## config.mk

```make
export PLATFORM = sky130hd
export DESIGN_NAME = cpu_sram_bridge_flat
export DESIGN_NICKNAME = d
export VERILOG_FILES = /design/src/rtl/cpu_sram_bridge_pkg.sv /design/src/rtl/cpu_sram_bridge_if.sv /design/src/rtl/cpu_sram_bridge_addr_map.sv /design/src/rtl/cpu_sram_bridge.sv /design/src/flat_wrapper.sv
export SDC_FILE = /design/constraint.sdc
export NUM_CORES = 1
export LEC_CHECK = 0
export ABC_AREA = 1
export BUFFER_PORTS_ARGS = -buffer_cell sky130_fd_sc_hd__buf_2
export CAP_MARGIN = 20
export CORE_MARGIN = 1
export CORE_UTILIZATION = 45
export DETAILED_ROUTE_END_ITERATION = 10
export HOLD_SLACK_MARGIN = 0.12
export PLACE_DENSITY = 0.8
export REMOVE_ABC_BUFFERS = 1
export SLEW_MARGIN = 5
export SYNTH_ARGS = -nofsm -noshare
export SYNTH_HDL_FRONTEND = slang
export SYNTH_SLANG_ARGS = --single-unit
```

## constraint.sdc

```tcl
create_clock -name clk -period 1.2 [get_ports clk]
set_input_delay 0.06 -clock clk [delete_from_list [all_inputs] [get_ports clk]]
set_output_delay 0.06 -clock clk [all_outputs]
set_load 0.005 [all_outputs]
```

## src/rtl/cpu_sram_bridge_pkg.sv

```systemverilog
// Shared types and helpers for the CPU-to-SRAM bridge: FSM state encoding
// and the kseg0/kseg1 virtual-to-physical address mapping.
package cpu_sram_bridge_pkg;

    typedef enum logic [2:0] {
        IDLE   = 3'd0,
        D_REQ  = 3'd1,
        D_WAIT = 3'd2,
        I_REQ  = 3'd3,
        I_WAIT = 3'd4,
        DONE   = 3'd5
    } state_e;

    localparam logic [31:0] KSEG_MASK = 32'h1FFF_FFFF;

    // kseg0 (0x8xxx_xxxx/0x9xxx_xxxx) and kseg1 (0xAxxx_xxxx/0xBxxx_xxxx)
    // both alias the low 512 MB of physical space.
    function automatic logic [31:0] map_addr(input logic [31:0] vaddr, input bit map_en);
        if (map_en && (vaddr[31:30] == 2'b10)) begin
            return vaddr & KSEG_MASK;
        end
        return vaddr;
    endfunction

endpackage

```

## src/rtl/cpu_sram_bridge_if.sv

```systemverilog
// Bundles the CPU-side inst/data sram ports and the merged memory port.
// The bridge uses the slave view; the CPU/memory side uses the master view.
interface cpu_sram_bridge_if;

    logic        inst_en;
    logic [31:0] inst_addr;
    logic [31:0] inst_rdata;
    logic        data_en;
    logic [3:0]  data_wen;
    logic [31:0] data_addr;
    logic [31:0] data_wdata;
    logic [31:0] data_rdata;
    logic        cpu_stall;

    logic        mem_req;
    logic        mem_wr;
    logic [3:0]  mem_wstrb;
    logic [31:0] mem_addr;
    logic [31:0] mem_wdata;
    logic        mem_addr_ok;
    logic        mem_data_ok;
    logic [31:0] mem_rdata;

    modport slave (
        input  inst_en, inst_addr, data_en, data_wen, data_addr, data_wdata,
        input  mem_addr_ok, mem_data_ok, mem_rdata,
        output inst_rdata, data_rdata, cpu_stall,
        output mem_req, mem_wr, mem_wstrb, mem_addr, mem_wdata
    );

    modport master (
        output inst_en, inst_addr, data_en, data_wen, data_addr, data_wdata,
        output mem_addr_ok, mem_data_ok, mem_rdata,
        input  inst_rdata, data_rdata, cpu_stall,
        input  mem_req, mem_wr, mem_wstrb, mem_addr, mem_wdata
    );

endinterface

```

## src/rtl/cpu_sram_bridge_addr_map.sv

```systemverilog
// Combinational virtual-to-physical address translation for one CPU port.
module cpu_sram_bridge_addr_map
    import cpu_sram_bridge_pkg::*;
#(
    parameter bit ADDR_MAP_EN = 1'b1
) (
    input  logic [31:0] i_vaddr,
    output logic [31:0] o_paddr
);

    assign o_paddr = map_addr(i_vaddr, ADDR_MAP_EN);

endmodule

```

## src/rtl/cpu_sram_bridge.sv

```systemverilog
// Merges the CPU inst and data sram ports onto one req/addr_ok/data_ok memory
// port, one transaction at a time, data first, stalling the pipeline meanwhile.
module cpu_sram_bridge
    import cpu_sram_bridge_pkg::*;
#(
    parameter bit ADDR_MAP_EN = 1'b1
) (
    input  logic             clk,
    input  logic             resetn,
    cpu_sram_bridge_if.slave bus
);

    state_e      r_state;
    state_e      w_next_state;

    logic        r_inst_en;
    logic [31:0] r_inst_addr;
    logic [31:0] r_data_addr;
    logic [3:0]  r_data_wen;
    logic [31:0] r_data_wdata;
    logic [31:0] r_inst_rdata;
    logic [31:0] r_data_rdata;

    logic        w_cpu_req;
    logic        w_latch;
    logic [31:0] w_inst_paddr;
    logic [31:0] w_data_paddr;

    logic        w_mem_req;
    logic        w_mem_wr;
    logic [3:0]  w_mem_wstrb;
    logic [31:0] w_mem_addr;
    logic [31:0] w_mem_wdata;
    logic        w_cpu_stall;

    assign w_cpu_req = bus.inst_en | bus.data_en;
    assign w_latch   = (r_state == IDLE) && w_cpu_req;

    cpu_sram_bridge_addr_map #(.ADDR_MAP_EN(ADDR_MAP_EN)) u_inst_map (
        .i_vaddr (r_inst_addr),
        .o_paddr (w_inst_paddr)
    );

    cpu_sram_bridge_addr_map #(.ADDR_MAP_EN(ADDR_MAP_EN)) u_data_map (
        .i_vaddr (r_data_addr),
        .o_paddr (w_data_paddr)
    );

    // NOTE: sequential state uses non-blocking assignments so every register
    // samples pre-edge values regardless of process ordering.
    always_ff @(posedge clk or negedge resetn) begin
        if (!resetn) begin
            r_state <= IDLE;
        end else begin
            r_state <= w_next_state;
        end
    end

    always_comb begin
        // NOTE: default first so no path through the case leaves a latch.
        w_next_state = r_state;
        unique case (r_state)
            IDLE:    if (w_cpu_req)       w_next_state = bus.data_en ? D_REQ : I_REQ;
            D_REQ:   if (bus.mem_addr_ok) w_next_state = D_WAIT;
            D_WAIT:  if (bus.mem_data_ok) w_next_state = r_inst_en ? I_REQ : DONE;
            I_REQ:   if (bus.mem_addr_ok) w_next_state = I_WAIT;
            I_WAIT:  if (bus.mem_data_ok) w_next_state = DONE;
            DONE:                         w_next_state = IDLE;
            default:                      w_next_state = IDLE;
        endcase
    end

    always_comb begin
        w_mem_req   = 1'b0;
        w_mem_wr    = 1'b0;
        w_mem_wstrb = 4'b0000;
        w_mem_addr  = 32'h0;
        w_mem_wdata = 32'h0;
        w_cpu_stall = 1'b1;
        unique case (r_state)
            IDLE: w_cpu_stall = w_cpu_req;
            DONE: w_cpu_stall = 1'b0;
            D_REQ: begin
                w_mem_req   = 1'b1;
                w_mem_wr    = |r_data_wen;
                w_mem_wstrb = r_data_wen;
                w_mem_addr  = w_data_paddr;
                w_mem_wdata = r_data_wdata;
            end
            I_REQ: begin
                w_mem_req  = 1'b1;
                w_mem_addr = w_inst_paddr;
            end
            default: ;
        endcase
    end

    // Request fields are captured once per CPU cycle and held until DONE,
    // so the CPU inputs may change freely while the bridge is busy.
    always_ff @(posedge clk or negedge resetn) begin
        if (!resetn) begin
            r_inst_en    <= 1'b0;
            r_inst_addr  <= 32'h0;
            r_data_addr  <= 32'h0;
            r_data_wen   <= 4'b0000;
            r_data_wdata <= 32'h0;
        end else if (w_latch) begin
            r_inst_en    <= bus.inst_en;
            r_inst_addr  <= bus.inst_addr;
            r_data_addr  <= bus.data_addr;
            r_data_wen   <= bus.data_wen;
            r_data_wdata <= bus.data_wdata;
        end
    end

    // Responses are accepted only in the WAIT states; stray data_ok is dropped.
    always_ff @(posedge clk or negedge resetn) begin
        if (!resetn) begin
            r_inst_rdata <= 32'h0;
            r_data_rdata <= 32'h0;
        end else begin
            if ((r_state == D_WAIT) && bus.mem_data_ok && (r_data_wen == 4'b0000)) begin
                r_data_rdata <= bus.mem_rdata;
            end
            if ((r_state == I_WAIT) && bus.mem_data_ok) begin
                r_inst_rdata <= bus.mem_rdata;
            end
        end
    end

    assign bus.mem_req    = w_mem_req;
    assign bus.mem_wr     = w_mem_wr;
    assign bus.mem_wstrb  = w_mem_wstrb;
    assign bus.mem_addr   = w_mem_addr;
    assign bus.mem_wdata  = w_mem_wdata;
    assign bus.cpu_stall  = w_cpu_stall;
    assign bus.inst_rdata = r_inst_rdata;
    assign bus.data_rdata = r_data_rdata;

endmodule

```

## src/flat_wrapper.sv

```systemverilog
// flat-port wrapper written by rule: the top's interface ports become plain ports
module cpu_sram_bridge_flat import cpu_sram_bridge_pkg::*;
#(
    parameter bit ADDR_MAP_EN = 1'b1
)
  (clk, resetn, bus_inst_en, bus_inst_addr, bus_data_en, bus_data_wen, bus_data_addr, bus_data_wdata, bus_mem_addr_ok, bus_mem_data_ok, bus_mem_rdata, bus_inst_rdata, bus_data_rdata, bus_cpu_stall, bus_mem_req, bus_mem_wr, bus_mem_wstrb, bus_mem_addr, bus_mem_wdata);
  cpu_sram_bridge_if bus_i ();
  input  logic clk;
  input  logic resetn;
  input wire logic [$bits(bus_i.inst_en)-1:0] bus_inst_en;
  input wire logic [$bits(bus_i.inst_addr)-1:0] bus_inst_addr;
  input wire logic [$bits(bus_i.data_en)-1:0] bus_data_en;
  input wire logic [$bits(bus_i.data_wen)-1:0] bus_data_wen;
  input wire logic [$bits(bus_i.data_addr)-1:0] bus_data_addr;
  input wire logic [$bits(bus_i.data_wdata)-1:0] bus_data_wdata;
  input wire logic [$bits(bus_i.mem_addr_ok)-1:0] bus_mem_addr_ok;
  input wire logic [$bits(bus_i.mem_data_ok)-1:0] bus_mem_data_ok;
  input wire logic [$bits(bus_i.mem_rdata)-1:0] bus_mem_rdata;
  output wire logic [$bits(bus_i.inst_rdata)-1:0] bus_inst_rdata;
  output wire logic [$bits(bus_i.data_rdata)-1:0] bus_data_rdata;
  output wire logic [$bits(bus_i.cpu_stall)-1:0] bus_cpu_stall;
  output wire logic [$bits(bus_i.mem_req)-1:0] bus_mem_req;
  output wire logic [$bits(bus_i.mem_wr)-1:0] bus_mem_wr;
  output wire logic [$bits(bus_i.mem_wstrb)-1:0] bus_mem_wstrb;
  output wire logic [$bits(bus_i.mem_addr)-1:0] bus_mem_addr;
  output wire logic [$bits(bus_i.mem_wdata)-1:0] bus_mem_wdata;
  assign bus_i.inst_en = bus_inst_en;
  assign bus_i.inst_addr = bus_inst_addr;
  assign bus_i.data_en = bus_data_en;
  assign bus_i.data_wen = bus_data_wen;
  assign bus_i.data_addr = bus_data_addr;
  assign bus_i.data_wdata = bus_data_wdata;
  assign bus_i.mem_addr_ok = bus_mem_addr_ok;
  assign bus_i.mem_data_ok = bus_mem_data_ok;
  assign bus_i.mem_rdata = bus_mem_rdata;
  assign bus_inst_rdata = bus_i.inst_rdata;
  assign bus_data_rdata = bus_i.data_rdata;
  assign bus_cpu_stall = bus_i.cpu_stall;
  assign bus_mem_req = bus_i.mem_req;
  assign bus_mem_wr = bus_i.mem_wr;
  assign bus_mem_wstrb = bus_i.mem_wstrb;
  assign bus_mem_addr = bus_i.mem_addr;
  assign bus_mem_wdata = bus_i.mem_wdata;
  cpu_sram_bridge #(.ADDR_MAP_EN(ADDR_MAP_EN)) u_core (.clk(clk), .resetn(resetn), .bus(bus_i));
endmodule
```

==> flow_metrics.py, run 1 <==
metrics = {
    "outcome": {
        "status": "complete, but fails checks",
        "failed_checks": "setup timing",
    },
    "clock_tree": {
        "root_buffer": "clkbuf_16",
        "path_clk_slew_ps": 70,
        "cts.sinks": 168,
        "cts_tree": "yes",
        "cts_hold_buf": 137,
        "clockBufferDepth": 2,
        "h-tree-depth": 4,
        "cts_buffers": 17,
        "clk_latency_ps": 430,
    },
    "timing": {
        "worst_pin_slew_ps": 323,
        "finalCriticalPeriod_ps": 1860,
        "fmax_ghz": 0.538,
        "drv_slew": 0,
        "skew_ps": 10.2,
        "period_share_pct": 155,
        "maxSlewHeadroom_pct": 78.4,
        "setup_viol": 239,
        "finalWorstSetupSlack_ps": -657,
        "timing.final.hold_violations": 0,
        "rsz0062_at_grt": "true",
    },
    "setup_path": {
        "crit_type": "flop to output port",
        "crit_path_end_kind": "output port",
        "crit_fanout": 12,
        "crit_top_cell": "buf_12",
        "arrival_ps": 1800,
        "crit_path_start_kind": "flop",
        "path_cells": "nor2_4 -> nand2_4 -> inv_6 -> buf_12 -> buf_12 -> a22o_1 -> buf_2",
        "crit_slowest_cell": "dfrtp_2",
        "slowest_delay_ps": 430,
        "worstPathRequired_ps": 1140,
    },
    "grt": {
        "antenna_found_initial": 1,
        "grt_usage_pct": 33.3,
        "grt_pass1_vias": 8528,
        "grt_overflow": 0,
        "grt_max_degree": 65,
        "grt_pass1_wl_mm": 44.6,
    },
    "synthesis": {
        "synth_area_per_cell_um2": 9.14,
        "ys_ff_latch": 168,
        "yosysTopAreaCell": "dfrtp_1",
        "synth.cell_area_um2": 7580,
        "yosysWarnings": 0,
        "yosysTopAreaCellShare_pct": 55.5,
        "ys_types": 28,
        "netlist_instances": 829,
        "seq_area_frac_synth_pct": 55.5,
        "synth_area_leaders": "dfrtp_1, nand2_1, inv_1",
    },
    "power_and_ir_drop": {
        "p_per_area_nw_per_um2": 2500,
        "power.total_uw": 34700,
        "leakage_uw": 0.00733,
        "vdd_drop_max_mv": 1.48,
    },
    "place": {
        "io_buffers": 272,
        "dpl.hpwl_mm": 12.9,
        "gp_congestion": 0.814,
        "place_area_um2": 9320,
    },
    "floorplanning": {
        "io_pins": 273,
        "rows": 47,
        "die_y_um": 132,
        "die-width_um": 132,
        "start_util_pct": 45.8,
        "dieArea_um2": 17400,
        "core-area_um2": 16500,
    },
    "final_layout": {
        "area_growth_pct": 83.0,
        "fillers": 769,
        "drive_above_1_share_pct": 49.5,
        "seq_area_um2": 4210,
        "nets": 1464,
        "final_area_um2": 13900,
        "multi_input_area_um2": 3410,
    },
    "detailed_routing": {
        "drt_pass1_iterations": 5,
        "avgRoutedWirePerCell_um": 22.0,
        "wl_mm": 34.3,
        "num_vias": 8632,
        "viasPerCell": 5.54,
        "ant_nets": 0,
        "drc": 0,
        "drtIter0Drc": 540,
    },
    "flow_run": {
        "maxCapViolations": 0,
    },
    "hold_path": {
        "hp-class": "primary input to async pin",
    },
}
[cell usage after synthesis (all sizes together)]
library cell and n:
a21oi 39, a22o 29, a31oi 1, buf 33, clkbuf 15, dfrtp 168
inv 141, nand2 177, nand3 9, nand3b 1, nand4 1, nor2 83
o211ai 2, o21ai 129, o22ai 1
[cells in the final DEF (no fill, tap or decap), types with 28 or more instances in the layout]
cell type and n:
buf_2 265, dfrtp_1 166, dlygate4sd3_1 137, inv_1 136, nand2_1 129, nor2_4 63
o21ai_2 61, o21ai_1 45, nand2_2 39, a21oi_2 35, clkbuf_16 31, a22o_1 29
buf_12 28
[cell type report]
cell class	instances	share of cell area, %
Timing Repair Buffer	525	35.1
Sequential cell	168	30.3
Multi-Input combinational cell	473	24.6
Inverter	141	3.85
Clock buffer	24	3.62
Tap cell	220	1.99
Clock inverter	6	0.478
Antenna cell	1	0.0181
[metal layers]
| layer | up-vias | part of all wire [%] | wire length, um | track usage (%) |
|---|---|---|---|---|
| met1 | 4174 | 33 | 11400 | 37.3 |
| met2 | 637 | 52 | 17800 | 58.0 |
| met4 | 0 | 7.1 | 2450 | 20.0 |
| li1 | 3595 | - | - | - |
| met3 | 226 | 8.0 | 2760 | 7.50 |
| met5 | - | 0 | 0 | 0 |
[power breakdown]
part	switching, uW	internal (uW)	leakage (uW)
clock	2360	3120	0.000270
combinational	10000	9540	0.00498
sequential	1650	8020	0.00207
[stage by stage]
step,hold WS [ps],util (%),instances,setup WS [ps],TNS (ps)
2_1_floorplan,-236,-,781,-1540,-186820
3_3_place_gp,-36.5,56.4,1313,-191,-31560
3_5_place_dp,-43.9,56.4,1313,-245,-39020
4_1_cts,74.8,77.0,1538,-576,-97660
5_1_grt,99.1,83.9,1558,-706,-128800
6_report,84.8,83.9,1558,-657,-115910
[final timing paths]
kind	end	slack, ps	depth (start not counted)	from
worst max-delay path	bus_mem_addr[5]	-660	7	u_core.r_state[2]
worst min-delay path	u_core.r_data_addr[15]	80	2	resetn
worst max register to register	u_core.bus.inst_rdata[27]	-590	8	u_core.r_state[0]
worst min register to register	u_core.bus.data_rdata[17]	470	2	u_core.bus.data_rdata[17]
max in group asynchronous	u_core.r_state[2]	530	3	resetn
min in group clk	u_core.r_state[2]	180	7	bus_inst_en
[flip-flops by register name, summed over array words and instances, names as in the netlist]
name and flops:
u_core.bus.data_rdata 32, u_core.bus.inst_rdata 32, u_core.r_data_addr 32, u_core.r_data_wdata 32, u_core.r_data_wen 4, u_core.r_inst_addr 32, u_core.r_inst_en 1, u_core.r_state 3
[timing repair]
item / 4_1_cts / 5_1_grt
hold endpoints to repair: 336 / 22
pin swaps: 10 / 23
setup buffers: 31 / 7
endpoints found under the setup margin: 238 / 239
resized for setup: 172 / 233
gates cloned: 27 / 19
[kinds of logic (layout without fill, tap and decap cells)]
family	Yosys count	count (layout)	share of synthesized area, %
buffers and inverters	189	696	11.9
AOI/OAI and AO/OA	201	201	17.2
DFF	168	168	55.5
other	0	1	0
and+or+nand+nor	271	272	15.4
[worst max-delay path: cells and delay by family, from the launching register on]
| kind | cells | cell delay [ps] |
|---|---|---|
| buffers and inverters | 4 | 500 |
| flip-flops | 1 | 430 |
| AND/OR/NAND/NOR | 2 | 240 |
| AO/OA/AOI/OAI | 1 | 190 |
No activity file was read; power rests on OpenSTA's default activity.
==> run 2: changes to the inputs <==
==> constraint.sdc (replaced) <==
create_clock -name clk -period 1.2 [get_ports clk]
set_input_delay 0.36 -clock clk [delete_from_list [all_inputs] [get_ports clk]]
set_output_delay 0.36 -clock clk [all_outputs]
set_load 0.005 [all_outputs]
==> flow_metrics.py, run 2 (same netlist as run 1, synthesis figures left out) <==
metrics = {
    "outcome": {
        "status": "complete, but fails checks",
        "failed_checks": "setup timing",
    },
    "grt": {
        "antenna_found_initial": 4,
        "grt_usage_pct": 24.3,
        "grt_pass1_vias": 6695,
        "grt_max_degree": 101,
        "grt_overflow": 0,
        "grt_pass1_wl_mm": 33.0,
    },
    "clock_tree": {
        "h-tree-depth": 4,
        "path_clk_slew_ps": 60,
        "cts_tree": "yes",
        "clockBufferDepth": 2,
        "cts_buffers": 17,
        "cts.sinks": 168,
        "root_buffer": "clkbuf_16",
        "clk_latency_ps": 420,
    },
    "final_layout": {
        "final_common_cell": "buf_2",
        "drive_above_1_share_pct": 54.3,
        "seq_area_um2": 4200,
        "final_area_um2": 12000,
        "fin_cells": 1432,
        "fillers": 1113,
        "layout_common_cells": "buf_2, dfrtp_1, inv_1",
        "area_growth_pct": 58.1,
        "multi_input_area_um2": 3120,
        "nets": 1335,
    },
    "detailed_routing": {
        "drc": 0,
        "ant_nets": 0,
        "num_vias": 7340,
        "viasPerCell": 5.13,
        "drtIter0Drc": 416,
        "avgRoutedWirePerCell_um": 17.8,
        "drt_pass1_iterations": 5,
        "wl_mm": 25.5,
    },
    "floorplanning": {
        "rows": 47,
        "start_util_pct": 45.8,
        "die-width_um": 132,
        "dieArea_um2": 17400,
        "die_y_um": 132,
        "core-area_um2": 16500,
        "io_pins": 273,
    },
    "place": {
        "place_area_um2": 9440,
        "dpl.hpwl_mm": 13.6,
        "place_ws_ps": -403,
        "gp_congestion": 0.814,
        "dp_cells": 1331,
        "io_buffers": 272,
    },
    "timing": {
        "rsz0062_at_grt": "true",
        "fmax_ghz": 0.489,
        "finalCriticalPeriod_ps": 2050,
        "period_share_pct": 171,
        "maxSlewHeadroom_pct": 74.2,
        "finalWorstSetupSlack_ps": -847,
        "skew_ps": 14.0,
        "timing.final.hold_violations": 0,
        "setup_viol": 303,
        "worst_pin_slew_ps": 387,
        "drv_slew": 0,
    },
    "setup_path": {
        "worstPathRequired_ps": 840,
        "crit_path_end_kind": "output port",
        "crit_path_start_kind": "flop",
        "r2r_setup_slack_ps": -650,
        "arrival_ps": 1690,
        "crit_fanout": 8,
        "crit_type": "flop to output port",
    },
    "hold_path": {
        "hp-class": "primary input to flop",
    },
    "power_and_ir_drop": {
        "p_per_area_nw_per_um2": 2540,
        "leakage_uw": 0.00674,
        "vdd_drop_max_mv": 1.21,
    },
    "flow_run": {
        "maxCapViolations": 0,
    },
}
## run 2: repair_timing
item | in CTS | in global routing
gates cloned | 11 | 24
endpoints found under the hold margin | 22 | 0
setup endpoints to repair | 303 | 303
hold buffers | 1 | 0
pin swaps | 39 | 29
buffers inserted | 15 | 23
resized for setup | 119 | 219
## run 2: layout make-up
type	count	area share, %
Inverter	141	4.54
Sequential cell	168	35.1
Clock inverter	11	1.42
Multi-Input combinational cell	472	26.1
Timing Repair Buffer	397	26.7
Tap cell	220	2.30
Clock buffer	19	3.78
Antenna cell	4	0.0836
## run 2: worst paths after layout
kind / start / to / depth (start not counted)
worst min register to register: u_core.bus.data_rdata[1] / u_core.bus.data_rdata[1] / 2
min in group asynchronous: resetn / u_core.r_data_addr[15] / 2
worst min-delay path: bus_mem_rdata[26] / u_core.bus.data_rdata[26] / 3
worst max-delay path: u_core.r_state[2] / bus_mem_addr[17] / 7
worst max register to register: u_core.r_state[0] / u_core.r_data_addr[14] / 11
max in group asynchronous: resetn / u_core.r_data_addr[30] / 3
## run 2: worst max-delay path, cell delays in order (launching register included)
cell and delay [ps]:
dfrtp_1 410, buf_6 130, nor2_4 120, nand2_4 100, clkinv_8 90, buf_12 140
a22o_1 150, buf_2 130
## run 2: layer usage
layer | wire [um] | vias to the layer above | part of all wire, % | track usage [%]
li1 | - | 3343 | - | -
met1 | 9430 | 3533 | 37 | 27.7
met2 | 13200 | 380 | 52 | 42.8
met3 | 1840 | 84 | 7.2 | 6.23
met4 | 998 | 0 | 3.9 | 10.9
met5 | 0 | - | 0 | 0
## run 2: metrics by stage
step / power, uW / setup TNS (ps) / util (%) / hold WS, ps
3_3_place_gp: 18900 / -51800 / 57.2 / 278
2_1_floorplan: 14100 / -207820 / - / 64.4
6_report: 30400 / -135920 / 72.5 / 150
3_5_place_dp: 19300 / -57350 / 57.2 / 285
4_1_cts: 26800 / -96680 / 65.5 / 131
5_1_grt: 32000 / -151720 / 72.5 / 152
## run 2: report_power, final
| group | total (uW) | switching (uW) | internal (uW) |
|---|---|---|---|
| combinational | 15100 | 7630 | 7430 |
| clock | 5820 | 2240 | 3580 |
| sequential | 9530 | 1520 | 8020 |
==> run 3: changes to the inputs <==
--- a/config.mk
+++ b/config.mk
@@ -5,14 +5,15 @@
 export SDC_FILE = /design/constraint.sdc
 export NUM_CORES = 1
 export LEC_CHECK = 0
-export ABC_AREA = 1
 export BUFFER_PORTS_ARGS = -buffer_cell sky130_fd_sc_hd__buf_2
 export CAP_MARGIN = 20
+export CELL_PAD_IN_SITES_DETAIL_PLACEMENT = 0
+export CELL_PAD_IN_SITES_GLOBAL_PLACEMENT = 1
 export CORE_MARGIN = 1
-export CORE_UTILIZATION = 45
+export CORE_UTILIZATION = 35
 export DETAILED_ROUTE_END_ITERATION = 10
 export HOLD_SLACK_MARGIN = 0.12
-export PLACE_DENSITY = 0.8
+export PLACE_DENSITY = 0.79
 export REMOVE_ABC_BUFFERS = 1
 export SLEW_MARGIN = 5
 export SYNTH_ARGS = -nofsm -noshare
==> flow_metrics.py, run 3 <==
metrics = {
    "setup_path": {
        "crit_path_end_kind": "output port",
        "crit_fanout": 36,
        "r2r_setup_slack_ps": -640,
        "arrival_ps": 1590,
        "crit_path_start_kind": "flop",
        "crit_type": "flop to output port",
        "worstPathRequired_ps": 840,
    },
    "clock_tree": {
        "root_buffer": "clkbuf_16",
        "cts_buffers": 17,
        "path_clk_slew_ps": 70,
        "cts.sinks": 168,
        "clk_latency_ps": 420,
        "h-tree-depth": 4,
        "cts_tree": "yes",
        "clockBufferDepth": 2,
    },
    "power_and_ir_drop": {
        "power.switching_uw": 9580,
        "vdd_drop_max_mv": 1.18,
        "p_seq_share_pct": 32.4,
        "p_per_area_nw_per_um2": 2790,
        "power.total_uw": 31800,
        "p_int_uw": 22200,
        "p_comb_share_pct": 50.0,
        "swShare_pct": 30.1,
        "clockPowerShare_pct": 17.6,
        "leakage_uw": 0.00594,
    },
    "outcome": {
        "failed_checks": "setup timing",
        "status": "complete, but fails checks",
    },
    "synthesis": {
        "synth_edf_count": 0,
        "ys_ff_latch": 168,
        "async_reset_ff_share_pct": 100,
        "synth.most_common_cell": "dfrtp_1",
        "netlist_instances": 498,
        "synth_area_leaders": "dfrtp_1, mux2_1, mux2_4",
        "synth.cell_area_um2": 7400,
        "yosysTopAreaCellShare_pct": 56.8,
        "yosysTopAreaCell": "dfrtp_1",
        "seq_area_frac_synth_pct": 56.8,
        "ys_types": 38,
        "synthTopCellsByCount": "dfrtp_1, mux2_1, and2_1",
        "yosysWarnings": 0,
        "synth_flop_cell": "dfrtp_1",
        "synth_area_per_cell_um2": 14.9,
    },
    "grt": {
        "grt_pass1_vias": 5724,
        "grt_usage_pct": 19.0,
        "grt_pass1_wl_mm": 31.7,
        "antenna_found_initial": 1,
        "grt_max_degree": 44,
        "grt_overflow": 0,
    },
    "place": {
        "place_ws_ps": -506,
        "dpl.hpwl_mm": 12.4,
        "gp_congestion": 0.760,
        "io_buffers": 272,
    },
    "detailed_routing": {
        "ant_nets": 0,
        "avgRoutedWirePerCell_um": 18.0,
        "drtIter0Drc": 144,
        "viasPerCell": 4.62,
        "drt_pass1_iterations": 4,
        "wl_mm": 20.5,
        "drc": 0,
        "num_vias": 5261,
    },
    "final_layout": {
        "layout_common_cells": "buf_2, dfrtp_1, mux2_4",
        "seq_area_um2": 4210,
        "multi_input_area_um2": 3450,
        "drive_above_1_share_pct": 67.6,
        "final_common_cell": "buf_2",
        "nets": 993,
        "area_growth_pct": 54.3,
        "final_core_util_pct": 55.7,
        "fillers": 1693,
    },
    "timing": {
        "worst_pin_slew_ps": 308,
        "fmax_ghz": 0.512,
        "drv_slew": 0,
        "finalWorstSetupSlack_ps": -752,
        "timing.final.hold_violations": 0,
        "period_share_pct": 163,
        "skew_ps": 7.53,
        "setup_viol": 302,
        "fin_tns_setup_ps": -143610,
        "maxSlewHeadroom_pct": 79.4,
        "rsz0062_at_grt": "true",
        "finalCriticalPeriod_ps": 1950,
    },
    "floorplanning": {
        "die-width_um": 147,
        "io_pins": 273,
        "start_util_pct": 36.1,
        "rows": 52,
        "core-area_um2": 20500,
        "die_y_um": 147,
        "dieArea_um2": 21700,
    },
    "flow_run": {
        "maxCapViolations": 0,
    },
    "hold_path": {
        "hp-class": "primary input to flop",
    },
}
-- run 3: power by group through the flow --
stage          registers (uW)  clock network, uW  logic, uW
6_report                10300               5610      15900
5_1_grt                 10600               5990      17000
4_1_cts                 10200               5800      15000
3_5_place_dp            10100                  0       9900
3_3_place_gp            10100                  0       9720
2_1_floorplan           10100                  0       4970
-- run 3: critical path: stages (launching register included) --
cell and delay [ps]:
dfrtp_2 440, nand2b_4 180, nor2_4 110, buf_12 170, and2_1 160, buf_2 110
-- run 3: worst paths after layout --
path / start / end / cells past startpoint
worst max register to register: u_core.r_state[0] / u_core.r_data_addr[1] / 7
max in group asynchronous: resetn / u_core.r_inst_addr[31] / 3
min in group asynchronous: resetn / u_core.bus.data_rdata[11] / 2
worst max-delay path: u_core.r_state[2] / bus_mem_wdata[29] / 5
worst min-delay path: bus_inst_addr[8] / u_core.r_inst_addr[8] / 2
worst min register to register: u_core.r_data_wdata[8] / u_core.r_data_wdata[8] / 1
-- run 3: cell families after synthesis --
group | Yosys count | synth area share [%]
AO/OA/AOI/OAI | 12 | 1.12
multiplexers | 194 | 30.5
flip-flops | 168 | 56.8
AND/OR/NAND/NOR | 89 | 7.22
buffers and inverters | 35 | 4.30
-- run 3: per-layer routing --
| metal | part of all wire [%] | wire length (um) | up-vias | track usage (%) |
|---|---|---|---|---|
| met4 | 1.9 | 397 | 0 | 6.19 |
| met3 | 6.1 | 1250 | 23 | 5.43 |
| met1 | 43 | 8730 | 2601 | 23.8 |
| li1 | - | - | 2445 | - |
| met2 | 49 | 10100 | 192 | 31.6 |
| met5 | 0 | 0 | - | 0 |
-- run 3: through the flow --
step,instances,area (um^2),hold slack (ps)
floorplan,467,7100,64.4
global placement,1043,9180,236
detailed placement,1043,9180,235
CTS,1131,11200,132
global route,1138,11400,147
finish,1139,11400,172
-- run 3: cell type report --
cell class,instances,area share (%)
Antenna cell,2,0.0439
Multi-Input combinational cell,295,30.3
Clock inverter,11,1.22
Clock buffer,20,4.09
Inverter,4,0.132
Sequential cell,168,36.9
Timing Repair Buffer,369,24.4
Tap cell,270,2.96
-- run 3: timing repair --
| item | CTS | global route |
|---|---|---|
| setup endpoints to repair | 300 | 302 |
| setup buffers | 38 | 18 |
| gates cloned | 18 | 2 |
| pin swaps | 6 | 7 |
| hold buffers | 1 | 0 |
| endpoints found under the hold margin | 160 | 0 |
| gates resized for setup | 148 | 79 |
